--- src/rtl/pipeline_ctrl.sv ---
// Debug/run controller for the MIPS pipeline: gates stage enables for free-run,
// single-step and halt-drain, and streams out the register bank on request.
module pipeline_ctrl #(
   parameter int REG_ADDR_BITS = 5,
   parameter int DATA_WIDTH    = 32,
   parameter int CNT_WIDTH     = 32,
   parameter int DRAIN_CYCLES  = 4
) (
   input  logic                     clk,
   input  logic                     rst,
   input  logic                     cmd_valid,
   output logic                     cmd_ready,
   input  logic [2:0]               cmd_op,
   input  logic                     halt_in,
   output logic                     pipe_en,
   output logic                     pc_hold,
   output logic                     pc_clear,
   output logic [REG_ADDR_BITS-1:0] dbg_reg_addr,
   input  logic [DATA_WIDTH-1:0]    dbg_reg_data,
   output logic [DATA_WIDTH-1:0]    dump_data,
   output logic                     dump_valid,
   input  logic                     dump_ready,
   output logic                     program_done,
   output logic [CNT_WIDTH-1:0]     cycle_count
);

   localparam logic [2:0] ST_IDLE  = 3'd0;
   localparam logic [2:0] ST_RUN   = 3'd1;
   localparam logic [2:0] ST_STEP  = 3'd2;
   localparam logic [2:0] ST_DRAIN = 3'd3;
   localparam logic [2:0] ST_DONE  = 3'd4;
   localparam logic [2:0] ST_DUMP  = 3'd5;

   localparam logic [2:0] OP_RUN   = 3'd1;
   localparam logic [2:0] OP_STEP  = 3'd2;
   localparam logic [2:0] OP_STOP  = 3'd3;
   localparam logic [2:0] OP_DUMP  = 3'd4;
   localparam logic [2:0] OP_CLEAR = 3'd5;

   localparam logic [3:0] DRAIN_LOAD = 4'(DRAIN_CYCLES);

   logic [2:0] state;
   logic [2:0] ret_state;
   logic [3:0] drain_cnt;
   logic       pc_clear_q;
   logic       cmd_fire;
   logic       dump_fire;
   logic       last_addr;

   assign cmd_ready    = (state == ST_IDLE) || (state == ST_RUN) || (state == ST_DONE);
   assign pipe_en      = (state == ST_RUN) || (state == ST_STEP) || (state == ST_DRAIN);
   assign pc_hold      = (state == ST_DRAIN);
   assign pc_clear     = pc_clear_q;
   assign dump_valid   = (state == ST_DUMP);
   assign dump_data    = dbg_reg_data;
   // A dump started from DONE keeps reporting the halted program as finished.
   assign program_done = (state == ST_DONE) || ((state == ST_DUMP) && (ret_state == ST_DONE));

   assign cmd_fire  = cmd_valid && cmd_ready;
   assign dump_fire = dump_valid && dump_ready;
   assign last_addr = (dbg_reg_addr == {REG_ADDR_BITS{1'b1}});

   // NOTE: all state here is updated with non-blocking assignments so every
   // register samples pre-edge values regardless of statement order.
   always_ff @(posedge clk) begin
      if (rst) begin
         state        <= ST_IDLE;
         ret_state    <= ST_IDLE;
         drain_cnt    <= '0;
         pc_clear_q   <= 1'b0;
         dbg_reg_addr <= '0;
         cycle_count  <= '0;
      end else begin
         pc_clear_q <= 1'b0;

         if (pipe_en && (cycle_count != {CNT_WIDTH{1'b1}})) begin
            cycle_count <= cycle_count + CNT_WIDTH'(1);
         end

         case (state)
            ST_IDLE: begin
               if (cmd_fire) begin
                  case (cmd_op)
                     OP_RUN:  state <= ST_RUN;
                     OP_STEP: state <= ST_STEP;
                     OP_DUMP: begin
                        state        <= ST_DUMP;
                        ret_state    <= ST_IDLE;
                        dbg_reg_addr <= '0;
                     end
                     OP_CLEAR: begin
                        pc_clear_q  <= 1'b1;
                        cycle_count <= '0;
                     end
                     default: ;
                  endcase
               end
            end

            ST_RUN: begin
               // Halt and STOP together still load the counter only once.
               if (halt_in || (cmd_fire && (cmd_op == OP_STOP))) begin
                  state     <= ST_DRAIN;
                  drain_cnt <= DRAIN_LOAD;
               end
            end

            ST_STEP: begin
               if (halt_in) begin
                  state     <= ST_DRAIN;
                  drain_cnt <= DRAIN_LOAD;
               end else begin
                  state <= ST_IDLE;
               end
            end

            ST_DRAIN: begin
               drain_cnt <= drain_cnt - 4'd1;
               if (drain_cnt == 4'd1) begin
                  state <= ST_DONE;
               end
            end

            ST_DONE: begin
               if (cmd_fire) begin
                  case (cmd_op)
                     OP_DUMP: begin
                        state        <= ST_DUMP;
                        ret_state    <= ST_DONE;
                        dbg_reg_addr <= '0;
                     end
                     OP_CLEAR: begin
                        state       <= ST_IDLE;
                        pc_clear_q  <= 1'b1;
                        cycle_count <= '0;
                     end
                     default: ;
                  endcase
               end
            end

            ST_DUMP: begin
               if (dump_fire) begin
                  if (last_addr) begin
                     dbg_reg_addr <= '0;
                     state        <= ret_state;
                  end else begin
                     dbg_reg_addr <= dbg_reg_addr + REG_ADDR_BITS'(1);
                  end
               end
            end

            default: state <= ST_IDLE;
         endcase
      end
   end

endmodule

--- config.mk ---
export PLATFORM = sky130hd
export DESIGN_NAME = pipeline_ctrl
export DESIGN_NICKNAME = d
export VERILOG_FILES = /design/src/rtl/pipeline_ctrl.sv
export SDC_FILE = /design/constraint.sdc
export NUM_CORES = 1
export LEC_CHECK = 0
export BUFFER_PORTS_ARGS = -buffer_cell sky130_fd_sc_hd__buf_2
export CAP_MARGIN = 20
export CORE_ASPECT_RATIO = 1.1
export CORE_UTILIZATION = 49
export CTS_BUF_LIST = sky130_fd_sc_hd__clkbuf_4
export DETAILED_ROUTE_END_ITERATION = 8
export GPL_ROUTABILITY_DRIVEN = 0
export MAX_ROUTING_LAYER = met4
export PLACE_DENSITY = 0.9
export SETUP_SLACK_MARGIN = 0.5
export SYNTH_ARGS = -nofsm -noshare
export SYNTH_HDL_FRONTEND = slang
export SYNTH_SLANG_ARGS = --single-unit
--- constraint.sdc ---
create_clock -name clk -period 2.4 [get_ports clk]
set_input_delay 0.12 -clock clk [delete_from_list [all_inputs] [get_ports clk]]
set_output_delay 0.12 -clock clk [all_outputs]
set_load 0.01 [all_outputs]
==> flow_summary.ini <==
[outcome]
outcome = finished, final reports clean

[die]
die_width_um = 72.58
dieArea_mm2 = 0.005780
core-area_mm2 = 0.005135
row_count = 27
die_y_um = 79.64
start_util_pct = 52.29
io-pin-count = 115

[critical_path]
cp_data_required_time_ns = 2.72
rrSetupSlack_ns = 0.44
crit_path_max_fanout = 7
cp.arrival_ns = 2.28
r2r-end = cycle_count[25]
worstSetupStartpointType = flop
reg2reg_depth = 5
path_class = reg -> reg
r2r-start = cycle_count[16]
cp-end-kind = flop

[global_routing]
grt_usage_pct = 21.81
antenna_found_initial = 0
grt_pass1_wl_um = 9853
grt-ovfl-total = 0
grt_pass1_vias = 2205
grt_max_degree = 20

[layout]
drive_above_1_share_pct = 33.51
layout_common_cells = buf_2 (50), a21oi_1 (37), nor2_1 (24), dfxtp_1 (24), buf_4 (22)
nets = 412
areaGrowthSynthToFinish_pct = 15.98
final_util_pct = 60.65
layout_commonest_cell = buf_2
antenna_cells = 0
fin_cells = 439

[power]
p_per_area_mw_per_mm2 = 483.0
peakVddDrop_mv = 0.2635
internal-power_mw = 1.027
power_leakage_nw = 1.222
p_sw_share_pct = 31.70
seqPwrFrac_pct = 53.6
fin_total_pwr_mw = 1.504
p_switching_mw = 0.4768
pwr-share-clk_pct = 24.7
combPwrFrac_pct = 21.7

[min_path]
hp-class = in -> reg
hold_end = state[2]
worstHoldStart = rst
hold_depth = 2

[placed_design]
port_buffers = 50
dpl.cell_count = 419
dpl.hpwl_um = 4372

[routing]
drcViolationCount = 0
ant_nets = 0
vias_per_cell = 5.793
wl_met3_um = 358
met1Wirelength_um = 2828
dr.pass1.iters = 4
avgRoutedWirePerCell_um = 14.50
wl_met2_um = 3094
wl_um = 6364
num_vias = 2543
highest_layer = met4
drtIter0Drc = 124

[clock_tree]
h-tree-depth = 2
clkSlewWorstSetupHoldPaths_ns = 0.14
tritoncts = done
clock_sinks = 46
cts-root-buf = clkbuf_4
postCtsHoldBufs = 0
max-clock-path-buffers = 2
numCtsBuffers = 5
clock_latency_ns = 0.36

[logic_synthesis]
yosys.area.top_type_share_pct = 34.30
yosysWarnings = 0
synth-edff-count = 0
synth_area_leader_cell = dfxtp_1
synth_flop_cell = dfxtp_1
ys_top_cells_by_area = dfxtp_1 (34%), buf_4 (8.9%), a21oi_1 (6.9%)
syn_area_mm2 = 0.002685
syn_inst = 332
async_flop_share_pct = 0
yosysSeqAreaShare_pct = 34.30
synthesis.nets = 377
netlist-cell-type-count = 52
synth-seq-cells = 46
syn-mean-instance-area_um2 = 8.088

[sta]
fin_hold_ws_ns = 0.1267
skew_ns = 0.01056
slew_violations = 0
fmax_mhz = 511.0
tightest_slew_ns = 0.5553
min_period_ns = 1.957
rsz0062_at_grt = true
setup_viol = 0
fin_setup_tns_ns = 0
hold_viol_final = 0
slew_headroom_pct = 62.64
timing.final.crit_share_pct = 81.54

[flow_run]
drv_cap = 0
layer usage:
metal	GRT usage [%]	up-vias
li1	-	1266
met1	26.44	1202
met2	35.89	63
met3	4.798	12
met4	7.059	0
met5	-	-
timing repair:
action                     in CTS  in global routing
gates cloned                    0                  0
setup buffers                   4                  9
pin swaps                       5                 13
gates resized for setup        15                 22
setup endpoints to repair      13                 24
Yosys cell counts, drive strengths merged (4+ instances only):
library cell,instances
or3,16
nand3,11
nand4,11
nand2b,4
a21oi,37
o31ai,11
ha,5
inv,10
o21ai,17
and3,4
nor3,5
dfxtp,46
clkbuf,7
o211ai,5
nor2,24
nand3b,4
buf,37
and4,6
or4,11
nand2,20
flip-flops by register name (all words and copies together) (netlist names):
signal and count:
dbg_reg_addr 5, cycle_count 32, state 3, drain_cnt 4, ret_state 1, pc_clear 1
stage by stage:
stage | cell area [µm²] | setup WS [ns]
after floorplan | 2718 | 0.5057
after global placement | 2839 | 0.4927
after detailed placement | 2839 | 0.4028
after CTS | 2974 | 0.4384
after global routing | 3114 | 0.3425
final | 3114 | 0.4431
worst max-delay path by stage:
stage               slack, ns             from              end  depth (start not counted)
floorplan                0.51  cycle_count[19]  cycle_count[25]                          5
global placement         0.49   cycle_count[0]  cycle_count[22]                          6
detailed placement       0.40   cycle_count[6]  cycle_count[22]                          6
CTS                      0.44   cycle_count[4]  cycle_count[22]                          6
global route             0.34  cycle_count[19]  cycle_count[25]                          5
finish                   0.44  cycle_count[16]  cycle_count[25]                          5
worst max-delay path: stages, from the launching register on:
cell and delay, ns:
dfxtp_4 0.40, nand4_1 0.15, or3_4 0.44, or3_4 0.35, or4_4 0.52, nand2_1 0.07
logic make-up (layout without fill, tap and decap cells):
kind of cell    count (synthesis)  in the layout  share of synthesized area [%]
simple gates                  131            131                          28.01
compound gates                 88             88                          20.41
buf+inv                        54             89                          12.21
flops                          46             46                          34.30
fa+ha+maj                       5              5                          2.330
xor+xnor                        5              5                          1.631
mux                             3              3                          1.118
power by group through the flow:
stage	registers, mW	clock network (mW)	logic, mW
after floorplan	0.827	0	0.264
after global placement	0.821	0	0.297
after detailed placement	0.823	0	0.310
after CTS	0.807	0.376	0.315
after global routing	0.808	0.399	0.358
final	0.806	0.372	0.326
area by class of cell:
type | count | area [µm²]
Clock buffer | 6 | 45.04
Sequential cell | 46 | 960.9
Multi-Input combinational cell | 232 | 1558
Fill cell | 475 | 2021
Clock inverter | 1 | 7.507
Inverter | 10 | 37.54
Tap cell | 72 | 90.09
Timing Repair Buffer | 72 | 415.4
No activity file was read; power rests on OpenSTA's default activity.
